===== src/rtl/minisys_io_pkg.sv =====
// rtl/minisys_io_pkg.sv - Minisys-1A I/O register addresses and keypad status bit layout
package minisys_io_pkg;

    localparam logic [15:0] KEY_DATA_ADDR = 16'hFC10;
    localparam logic [15:0] KEY_STAT_ADDR = 16'hFC12;

    localparam int STAT_NOT_EMPTY = 0;
    localparam int STAT_OVERFLOW  = 1;
    localparam int STAT_COUNT_LO  = 2;
    localparam int STAT_COUNT_HI  = 4;

endpackage


===== src/rtl/sync_fifo.sv =====
// rtl/sync_fifo.sv - single-clock FIFO with flush; a push onto a full FIFO is accepted when a pop happens in the same cycle
module sync_fifo #(
    parameter int WIDTH = 4,
    parameter int DEPTH = 4
) (
    input  logic                         clk,
    input  logic                         rst,
    input  logic                         push,
    input  logic                         pop,
    input  logic                         flush,
    input  logic [WIDTH-1:0]             din,
    output logic                         full,
    output logic                         empty,
    output logic [$clog2(DEPTH+1)-1:0]   count,
    output logic [WIDTH-1:0]             head
);

    localparam int AW = (DEPTH > 1) ? $clog2(DEPTH) : 1;
    localparam int CW = $clog2(DEPTH + 1);
    localparam logic [CW-1:0] FULL_COUNT = CW'(DEPTH);

    logic [WIDTH-1:0] mem [DEPTH];
    logic [AW-1:0]    wr_ptr;
    logic [AW-1:0]    rd_ptr;
    logic             do_push;
    logic             do_pop;

    assign empty   = (count == '0);
    assign full    = (count == FULL_COUNT);
    assign do_pop  = pop && !empty;
    assign do_push = push && (!full || do_pop);
    assign head    = mem[rd_ptr];

    always_ff @(posedge clk) begin
        if (do_push && !flush && !rst) begin
            mem[wr_ptr] <= din;
        end
    end

    // Flush behaves like reset, so a same-cycle push is discarded.
    always_ff @(posedge clk) begin
        if (rst || flush) begin
            wr_ptr <= '0;
            rd_ptr <= '0;
            count  <= '0;
        end else begin
            if (do_push) begin
                wr_ptr <= wr_ptr + 1'b1;
            end
            if (do_pop) begin
                rd_ptr <= rd_ptr + 1'b1;
            end
            case ({do_push, do_pop})
                2'b10:   count <= count + 1'b1;
                2'b01:   count <= count - 1'b1;
                default: count <= count;
            endcase
        end
    end

endmodule


===== src/rtl/keypad_mmio.sv =====
// rtl/keypad_mmio.sv - keypad press/auto-repeat event queue exposed as KEY_DATA/KEY_STAT I/O registers
module keypad_mmio
    import minisys_io_pkg::*;
#(
    parameter int          DEPTH         = 4,
    parameter int          REPEAT_DELAY  = 50_000_000,
    parameter int          REPEAT_PERIOD = 10_000_000,
    parameter logic [15:0] ADDR_DATA     = KEY_DATA_ADDR,
    parameter logic [15:0] ADDR_STAT     = KEY_STAT_ADDR
) (
    input  logic        clk,
    input  logic        rst,
    input  logic [3:0]  key_code,
    input  logic        key_pressed,
    input  logic [15:0] io_addr,
    input  logic        io_rd,
    input  logic        io_wr,
    input  logic [15:0] io_wdata,
    output logic [15:0] io_rdata,
    output logic        key_irq
);

    localparam int          CW          = $clog2(DEPTH + 1);
    localparam bit          REPEAT_EN   = (REPEAT_DELAY > 0);
    localparam logic [31:0] DELAY_LAST  = REPEAT_EN ? 32'(REPEAT_DELAY - 1) : 32'd0;
    localparam logic [31:0] PERIOD_LAST = 32'(REPEAT_PERIOD - 1);

    typedef enum logic [1:0] {S_IDLE, S_DELAY, S_REPEAT} rep_state_t;

    rep_state_t     state, state_next;
    logic [31:0]    rcnt, rcnt_next;
    logic           kp_q, kp_d;
    logic [3:0]     kc_q, kc_d;
    logic           push, new_press, code_change;
    logic           rd_data_sel, rd_stat_sel, wr_stat;
    logic           flush, ovf_clr, ovf_set, overflow;
    logic           full, empty;
    logic [CW-1:0]  count;
    logic [2:0]     count3;
    logic [3:0]     head;
    logic [15:0]    stat_word;
    logic           unused_wdata;

    assign code_change = (kc_q != kc_d);
    assign new_press   = kp_q && (!kp_d || code_change);

    always_ff @(posedge clk) begin
        if (rst) begin
            kp_q  <= 1'b0;
            kp_d  <= 1'b0;
            kc_q  <= 4'h0;
            kc_d  <= 4'h0;
            state <= S_IDLE;
            rcnt  <= '0;
        end else begin
            kp_q  <= key_pressed;
            kp_d  <= kp_q;
            kc_q  <= key_code;
            kc_d  <= kc_q;
            state <= state_next;
            rcnt  <= rcnt_next;
        end
    end

    always_comb begin
        state_next = state;
        rcnt_next  = rcnt;
        push       = 1'b0;
        case (state)
            S_IDLE: begin
                if (new_press) begin
                    push       = 1'b1;
                    rcnt_next  = '0;
                    state_next = S_DELAY;
                end
            end
            S_DELAY, S_REPEAT: begin
                if (!kp_q) begin
                    rcnt_next  = '0;
                    state_next = S_IDLE;
                end else if (code_change) begin
                    push       = 1'b1;
                    rcnt_next  = '0;
                    state_next = S_DELAY;
                end else if (state == S_DELAY) begin
                    // With auto-repeat disabled the block parks here until release.
                    if (REPEAT_EN && rcnt == DELAY_LAST) begin
                        push       = 1'b1;
                        rcnt_next  = '0;
                        state_next = S_REPEAT;
                    end else if (REPEAT_EN) begin
                        rcnt_next = rcnt + 32'd1;
                    end
                end else if (rcnt == PERIOD_LAST) begin
                    push      = 1'b1;
                    rcnt_next = '0;
                end else begin
                    rcnt_next = rcnt + 32'd1;
                end
            end
            default: begin
                state_next = S_IDLE;
                rcnt_next  = '0;
            end
        endcase
    end

    assign rd_data_sel = io_rd && (io_addr == ADDR_DATA);
    assign rd_stat_sel = io_rd && (io_addr == ADDR_STAT);
    assign wr_stat     = io_wr && (io_addr == ADDR_STAT);
    assign flush       = wr_stat && io_wdata[0];
    assign ovf_clr     = wr_stat && io_wdata[1];
    assign ovf_set     = push && full && !rd_data_sel && !flush;
    assign unused_wdata = ^io_wdata[15:2];

    sync_fifo #(
        .WIDTH (4),
        .DEPTH (DEPTH)
    ) u_fifo (
        .clk   (clk),
        .rst   (rst),
        .push  (push),
        .pop   (rd_data_sel),
        .flush (flush),
        .din   (kc_q),
        .full  (full),
        .empty (empty),
        .count (count),
        .head  (head)
    );

    always_ff @(posedge clk) begin
        if (rst) begin
            overflow <= 1'b0;
            key_irq  <= 1'b0;
        end else begin
            key_irq <= !empty;
            if (ovf_set) begin
                overflow <= 1'b1;
            end else if (ovf_clr) begin
                overflow <= 1'b0;
            end
        end
    end

    assign count3 = 3'(count);

    always_comb begin
        stat_word                               = '0;
        stat_word[STAT_NOT_EMPTY]               = !empty;
        stat_word[STAT_OVERFLOW]                = overflow;
        stat_word[STAT_COUNT_HI:STAT_COUNT_LO]  = count3;
    end

    always_comb begin
        io_rdata = 16'h0000;
        if (rd_data_sel) begin
            io_rdata = empty ? 16'h0000 : {12'h000, head};
        end else if (rd_stat_sel) begin
            io_rdata = stat_word;
        end
    end

endmodule


===== config.mk =====
export PLATFORM = sky130hd
export DESIGN_NAME = keypad_mmio
export DESIGN_NICKNAME = d
export VERILOG_FILES = /design/src/rtl/minisys_io_pkg.sv /design/src/rtl/sync_fifo.sv /design/src/rtl/keypad_mmio.sv
export SDC_FILE = /design/constraint.sdc
export NUM_CORES = 1
export LEC_CHECK = 0
export CAP_MARGIN = 20
export CORE_MARGIN = 4
export CORE_UTILIZATION = 48
export CTS_CLUSTER_SIZE = 14
export DETAILED_ROUTE_END_ITERATION = 12
export PLACE_DENSITY = 0.79
export SLEW_MARGIN = 10
export SYNTH_ARGS = -nofsm -noshare
export SYNTH_HDL_FRONTEND = slang
export SYNTH_SLANG_ARGS = --single-unit

===== constraint.sdc =====
create_clock -name clk -period 2.8 [get_ports clk]
set_input_delay 0.56 -clock clk [delete_from_list [all_inputs] [get_ports clk]]
set_output_delay 0.56 -clock clk [all_outputs]
set_load 0.005 [all_outputs]

==> results of run 1 <==
final cells by class:
class                      count  area (sq um)
timing repair buffer          59         528.0
multi-input combinational    272          1926
fill                         629          2854
inverter                      13         48.80
clock buffer                   9         123.9
sequential                    71          1587
tap                           99         123.9
clock inverter                 7         62.56
cell usage after synthesis, types with 5 or more instances:
| cell | count |
|---|---|
| sky130_fd_sc_hd__nand3_1 | 19 |
| sky130_fd_sc_hd__edfxtp_1 | 16 |
| sky130_fd_sc_hd__a2111oi_0 | 9 |
| sky130_fd_sc_hd__xnor2_1 | 22 |
| sky130_fd_sc_hd__nor2_1 | 43 |
| sky130_fd_sc_hd__nand4_1 | 7 |
| sky130_fd_sc_hd__o21ai_0 | 10 |
| sky130_fd_sc_hd__buf_4 | 11 |
| sky130_fd_sc_hd__nor2b_1 | 12 |
| sky130_fd_sc_hd__and3_1 | 8 |
| sky130_fd_sc_hd__a211oi_1 | 6 |
| sky130_fd_sc_hd__o211ai_1 | 12 |
| sky130_fd_sc_hd__clkbuf_1 | 15 |
| sky130_fd_sc_hd__nand2_1 | 23 |
| sky130_fd_sc_hd__inv_1 | 13 |
| sky130_fd_sc_hd__xor2_1 | 16 |
| sky130_fd_sc_hd__ha_1 | 9 |
| sky130_fd_sc_hd__nor3_1 | 5 |
| sky130_fd_sc_hd__a21oi_1 | 5 |
| sky130_fd_sc_hd__dfxtp_1 | 55 |
final timing paths:
kind                                from         endpoint
worst max register to register  state[1]  u_fifo.count[1]
worst min register to register  overflow         overflow
worst max-delay path            state[1]  u_fifo.count[1]
worst min-delay path            overflow         overflow
flip-flops by register name (all words and copies together) (netlist names), named ones only:
signal	count
state	2
overflow	1
kc_d	4
kc_q	4
u_fifo.wr_ptr	2
u_fifo.rd_ptr	2
kp_d	1
key_irq	1
rcnt	32
kp_q	1
u_fifo.mem	16
u_fifo.count	3
per-stage QoR:
| stage | total power (uW) | instance area [sq um] | setup TNS, ns | worst slack [ns] |
|---|---|---|---|---|
| detailed placement | 1408 | 4134 | -1.735 | -0.3531 |
| global placement | 1396 | 4134 | -1.235 | -0.2607 |
| floorplan | 1293 | 3637 | 0 | 0.01130 |
| CTS | 2165 | 4363 | 0 | 0.02267 |
| global route | 2248 | 4399 | -0.06487 | -0.05306 |
| finish | 2152 | 4399 | 0 | 0.08012 |
metal layers:
| layer | vias to the layer above | share of wire (%) |
|---|---|---|
| met1 | 1367 | 41 |
| li1 | 1422 | - |
| met3 | 10 | 6.7 |
| met5 | - | 0 |
| met4 | 0 | 1.4 |
| met2 | 90 | 51 |
kinds of logic after synthesis:
logic type | share of synthesized area [%]
AND/OR/NAND/NOR | 21.83
buffers and inverters | 5.223
other | 0.1044
XOR/XNOR | 9.262
adder cells (fa/ha/maj) | 3.691
multiplexers | 3.935
AO/OA/AOI/OAI | 11.94
flip-flops | 44.01
what timing repair did:
item / CTS / global route
setup buffers: 3 / 1
pin swaps: 3 / 11
gates resized for setup: 18 / 17
setup endpoints to repair: 5 / 5
power by group:
part           internal (uW)  switching [uW]
sequential              1080            27.3
clock                    339             415
combinational            136             156
tightest hold or removal path, stage by stage (launching register included):
cell and delay, ns:
sky130_fd_sc_hd__dfxtp_1 0.31, sky130_fd_sc_hd__o21ai_0 0.07, sky130_fd_sc_hd__a21oi_1 0.06
==> results.md, run 1 <==
Cells and area:
- The final layout contains 477 nets.
- The most common cell after layout, fill and taps aside is sky130_fd_sc_hd__dfxtp_1.
- The number of antenna diodes in the final layout is 0.
- Leaving out filler cells and counting taps, the final layout contains 530.
- Of the cells placed in the final design, the portion with a size suffix greater than 1 is 17.40%.
- The post-route core utilization is 60.65%.
- The top cell types in the final layout, fill and taps aside, are 51 x sky130_fd_sc_hd__dfxtp_1, 43 x sky130_fd_sc_hd__nor2_1, 26 x sky130_fd_sc_hd__buf_4.
- The area added between synthesis and finish is 22.42%.

Critical path:
- The number of buffers and inverters on the critical path is 1.
- The delay of the slowest critical-path stage is 0.46 ns.
- Counting buffers and inverters, the worst setup path is 11 cells deep.
- The type of the worst setup path is flop to flop.
- The largest individual stage delay along the critical path comes from the cell sky130_fd_sc_hd__a2111o_1.
- The number of cells on the worst reg-to-reg path is 11.
- The worst setup path is captured at a flop.
- The worst setup path is launched from a flop.
- For the worst setup path, the data arrival time is 2.98 ns.
- Across all register-to-register paths, the minimum setup slack is 0.08 ns.
- The worst endpoint required time is 3.06 ns.
- The biggest fanout along the worst timing path is 3.
- The kind of cell adding the most delay to the critical path is simple AND/OR/NAND/NOR gates.
- The critical path goes through inv_2 > ha_4 > nand4b_1 > or4_4 > a2111o_1 > a21o_1 > nand2_4 > fa_2 > nor3_2 > mux2i_1 > o211ai_1.

Global routing:
- The global routing stage identified its most utilized layer as met2.
- Global routing consumed, on the met1 layer, 21.29% of the routing resources.
- Global routing used 33.98% of the available met2 tracks.
- The number of global-route vias before repair is 2853.
- The maximum number of pins on one net before global-route repair is 24.
- The initial antenna violation count is 0.
- The met3 track demand over resource is 4.303%.
- For this run, the total global-route usage over all layers was measured as 18.53%.
- The global route total overflow is 0.
- The global-route wire length before repair is 13010 microns.

Synth:
- Yosys attributes the largest share of cell area to sky130_fd_sc_hd__dfxtp_1 31%, sky130_fd_sc_hd__edfxtp_1 13%, sky130_fd_sc_hd__xnor2_1 5.4%, sky130_fd_sc_hd__nor2_1 4.5%, sky130_fd_sc_hd__xor2_1 3.9%.
- The synthesis-stage register bit count is 71.
- During synthesis, Yosys emitted a total of 0 warnings.
- The proportion of synthesized chip area in sequential cells is 44.01%.
- Summed over its instances, the top area cell type makes up 30.64% of the synthesized netlist area.
- Synthesis produced 372 cells.
- The cell area that synthesis handed to floorplanning was 0.003593 sq mm.
- The number of flops mapped to enable cells by yosys is 16.
- The largest area contributor in the synthesized netlist is sky130_fd_sc_hd__dfxtp_1.
- Counting flops with an async set or reset pin after synthesis yields a share of 0%.
- The number of unique standard cell types used by synthesis is 53.
- The most used flip-flop cell after synthesis is sky130_fd_sc_hd__dfxtp_1.
- After synthesis, the mean cell area works out to 9.660 sq um.

Status:
- The run finished with clean final reports.

STA:
- The timing-limited maximum frequency is 367.7 MHz.
- The largest clock skew in the final design is 0.008442 ns.
- At the pin with the least slew margin, the transition time is 0.5825 ns.
- Setup repair after global routing could not meet its margin everywhere.
- The final setup violation count is 0.
- Measured against its own limit, the worst slew margin works out to 60.17%.
- The count of final hold-check violations is 0.
- The share of the clock period used by the worst path is 97.14%.
- Hold is met by 0.4927 ns.
- The total count of max-transition violations in the final report was 0.
- Subtracting the final worst setup slack from the clock period gives 2.720 ns.

Clocking:
- The TritonCTS buffer count is 9.
- CTS saw 71 sinks.
- The H-tree was split into 3 levels.
- The hold-fix buffer count after cts is 0.
- Clock-pin slew was measured on the worst setup and hold paths at 0.08 ns.
- Clock latency on the worst-skew pair, taken at its later pin, is 0.34 ns.
- In this run the deepest clock path goes through 2 buffers.
- The TritonCTS clock tree is done.
- In this run the clock root is driven by a sky130_fd_sc_hd__clkbuf_8.

Routing:
- After detailed routing, the number of remaining DRC violations is 0.
- Using the TritonRoute via totals, the vias-per-cell ratio works out to 5.451.
- After detailed routing, the total wire length is 7891 microns.
- The post-route antenna net violation count is 0.
- The pre-antenna-repair detailed-routing pass consisted of 4 iterations.
- Dividing the detail-routed wire length by the instance count gives 14.89 microns.
- The routed layout has 2889 vias.
- The count of routing violations after the opening detailed-route iteration is 120.

Die:
- The initialized floorplan defines 31 standard-cell rows.
- 58 I/O pins were placed.
- The floorplan step defined a die boundary enclosing 0.008935 sq mm.
- The chip width is 94.53 microns.
- The floorplan step defined a core boundary enclosing 0.007253 sq mm.
- The floorplan step set the die height to 94.53 microns.
- The initial utilization of the core area, before any placement, comes to 49.54%.

Pwr:
- The worst voltage drop across the vdd grid is 0.0003507 V.
- For this design the ratio of total power to cell area is 489.1 mW/mm^2.
- The leakage power is 0.001575 uW.

Flow run:
- The tool flagged a number of max-cap violations equal to 0.

Placed design:
- Buffers placed on the I/O ports in this run total 32.
- At the end of routability-driven placement, the weighted congestion stood at 0.8566.
- The number of placed instances, taps included is 511.
- The wire-length estimate of the detail-placed layout is 5736 microns.

Hold path:
- The worst hold path class is flop to flop.
- The hold-critical path depth is 2.
No activity file was read; power rests on OpenSTA's default activity.
==> run 2, diff against run 1 <==
--- a/config.mk
+++ b/config.mk
@@ -6,9 +6,10 @@
 export NUM_CORES = 1
 export LEC_CHECK = 0
 export CAP_MARGIN = 20
+export CORE_ASPECT_RATIO = 0.75
 export CORE_MARGIN = 4
 export CORE_UTILIZATION = 48
-export CTS_CLUSTER_SIZE = 14
+export CTS_CLUSTER_SIZE = 30
 export DETAILED_ROUTE_END_ITERATION = 12
 export PLACE_DENSITY = 0.79
 export SLEW_MARGIN = 10
==> results.md, run 2 (synthesis gave the netlist of run 1 again) <==
Status:
- The flow ran to the end, and the final reports show no timing, DRC or antenna violations.

STA:
- The share of the clock period used by the worst path is 98.05% (+0.92 points).
- The largest clock skew in the final design came to 0.007098 ns (-0.001344 ns).
- The timing-limited maximum frequency came to 364.2 MHz (-0.93%).
- The transition time at the pin with the least slew margin is 0.6007 ns (+0.01820 ns).
- The final total negative setup slack is 0 ns (unchanged).
- The total count of max-transition violations in the final report is 0 (unchanged).
- The worst hold slack across all endpoints was 0.4859 ns (-0.006792 ns).
- The minimum clock period after layout is 2.746 ns (+0.02565 ns).
- The minimum setup slack in the final design is 0.05447 ns (-0.02565 ns).
- The worst slew margin relative to its limit came to 58.92% (-1.2 points).
- The final setup violation count was 0 (unchanged).
- The count of final hold-check violations was 0 (unchanged).
- Setup repair after global routing could not meet its margin everywhere.

Cells and area:
- In the final layout, the registers with the most flip-flops are rcnt x32, u_fifo.mem x16.
- The antenna diode instance count is 0 (unchanged).
- The area of combinational cells with multiple inputs is 0.001952 sq mm (+1.4%).
- Leaving out fill and tap cells, the most frequent cell in the layout is sky130_fd_sc_hd__dfxtp_1.
- The net count reported at finish was 484 (+1.5%).
- The fraction of final layout cells with drive strength greater than 1 was 19.18% (+1.8 points).
- The area used by sequential logic in the layout is 0.001590 sq mm (+0.24%).
- The fill cell instance count of the final layout came to 586 (-6.8%).
- The area added between synthesis and finish is 26.36%.
- Counting flops per register, the top entry is rcnt.
- The final standard cell area without fillers is 0.004541 sq mm (+3.2%).
- Leaving out fill and tap cells, the most frequent cells in the layout are 50 x sky130_fd_sc_hd__dfxtp_1, 43 x sky130_fd_sc_hd__nor2_1, 32 x sky130_fd_sc_hd__buf_4.
- The flip-flop count of the largest register, all copies and words added came to 32 (unchanged).

Clocking:
- The buffer type at the clock tree root is sky130_fd_sc_hd__clkbuf_8.
- The TritonCTS buffer count was 9 (unchanged).
- The clock-pin slew on the worst setup and hold paths is 0.08 ns (about the same).
- The number of H-tree branching levels is 3 (unchanged).
- The largest buffer count on any clock path is 2 (unchanged).
- The number of clock sinks is 71 (unchanged).
- TritonCTS built the clock tree.
- The latest clock arrival within the worst-skew pair is 0.35 ns (about the same).

Critical path:
- The type of the worst setup path is flop to flop.
- The critical path goes through inv_4 > ha_4 > nand4b_1 > or4_4 > a2111o_1 > a21o_1 > nand2_4 > fa_2 > nor3_2 > mux2i_1 > o211ai_1.
- The worst endpoint required time is 3.07 ns (about the same).
- The biggest fanout along the worst timing path is 3 (unchanged).
- The data arrival at the endpoint of the critical path is 3.02 ns (+0.04 ns).
- STA classifies the critical path endpoint as a flop.
- The delay of the slowest critical-path stage is 0.44 ns (-0.02 ns).
- Among all stages on the critical path, the largest delay is contributed by sky130_fd_sc_hd__or4_4.
- The worst setup path is launched from a flop.

Global routing:
- The initial antenna violation count is 0 (unchanged).
- The global route total overflow came to 0 (unchanged).
- The combined global-route utilization of all metal layers is 19.55% (+1.0 points).
- The number of global-route vias before repair is 2906 (+1.9%).
- The global-route wire length before repair is 14020 microns (+7.8%).
- The maximum number of pins on one net before global-route repair is 18 (-25%).

Die:
- The number of rows in the core area is 27 (-13%).
- The placeable core area came to 0.007297 sq mm (+0.60%).
- The chip width is 107.9 microns (+14%).
- The I/O pin total is 58 (unchanged).
- The total die area is 0.008949 sq mm (+0.16%).
- The floorplan die height came to 82.93 microns (-12%).
- The initial standard-cell utilization of the core was 49.25% (-0.30 points).

Placed design:
- The half-perimeter wire length after detailed placement came to 5858 microns (+2.1%).
- The pre-CTS setup slack is -0.4859 ns (-0.1328 ns).
- The total placed instance area is 0.004116 sq mm (-0.42%).
- The number of port buffers was 32 (unchanged).
- The placer congestion estimate is 0.8900 (+3.9%).

Routing:
- The number of optimization iterations in the first detailed-route pass came to 5 (+1).
- The via density per instance came to 5.518 (+1.2%).
- The total length of routed wires is 8330 microns (+5.6%).
- The post-route antenna net violation count came to 0 (unchanged).
- The wire length per cell is 15.45 microns (+3.8%).
- The total number of vias is 2974 (+2.9%).
- The count of routing violations after the opening detailed-route iteration is 216 (+80%).
- The post-detailed-route DRC marker count came to 0 (unchanged).

Pwr:
- The total internal power was 1727 uW (+11%).
- The share of power burned in registers is 47.4% (-4.0 points).
- The part of the power in the clock network is 39.6% (+4.6 points).
- The switching power share of the total was 26.00% (-1.8 points).
- The power spent charging and discharging nets came to 606.7 uW (+1.5%).
- The leakage power is 0.001703 uW (+8.1%).
- The share of total power in combinational logic is 12.9% (-0.7 points).
- The total power density per cell area is 513.9 mW/mm^2 (+5.1%).
- The worst voltage drop across the vdd grid is 0.0004612 V (+32%).

Flow run:
- The number of violations of the max-capacitance limit is 0 (unchanged).

Hold path:
- The worst hold path class is flop to flop.
==> run 2: layout make-up <==
cell class,instances,share of cell area [%]
clock buffers,9,2.728
clock inverters,7,2.232
inverters,13,1.130
multi-input cells,272,42.99
flip-flops and latches,71,35.02
well taps,101,2.783
repair buffers,66,13.12
==> run 2: worst max-delay path: cells and delay by family (launching register included) <==
family	cells	cell delay [ns]
buf+inv	1	0.06
mux	1	0.10
compound gates	3	0.78
fa+ha+maj	2	0.56
simple gates	4	0.79
flops	1	0.37
==> run 2: what timing repair did <==
item                                    4_1_cts  5_1_grt
endpoints found under the setup margin        7       23
pin swaps                                     7       11
resized for setup                            17       32
hold buffers                                  0        0
hold endpoints to repair                      0        0
setup buffers                                 5        6
==> run 2: path summary, 6_finish.rpt <==
kind / startpoint / endpoint / slack (ns) / cells after the start
min reg2reg: overflow / overflow / 0.49 / 2
max: state[1] / u_fifo.count[1] / 0.05 / 11
min: overflow / overflow / 0.49 / 2
max reg2reg: state[1] / u_fifo.count[1] / 0.05 / 11
==> run 2: metal layers <==
| metal | vias up | track usage, % | share of wire, % |
|---|---|---|---|
| met1 | 1425 | 27.23 | 46 |
| li1 | 1432 | - | - |
| met2 | 109 | 29.91 | 46 |
| met5 | - | 0 | 0 |
| met3 | 8 | 4.973 | 7.2 |
| met4 | 0 | 5.849 | 1.2 |
==> run 2: per-stage QoR <==
step	instances	utilization (%)	total power (uW)
4_1_cts	533	60.55	2333
6_report	539	62.23	2333
3_5_place_dp	512	56.41	1409
2_1_floorplan	382	-	1293
3_3_place_gp	512	56.41	1398
5_1_grt	539	62.23	2428
==> run 2: power by group through the flow <==
stage                     clock (uW)  sequential (uW)  combinational, uW
after floorplan                    0             1120                172
after global placement             0             1130                272
after detailed placement           0             1130                280
after CTS                        939             1110                287
after global routing             981             1110                334
final                            924             1110                302
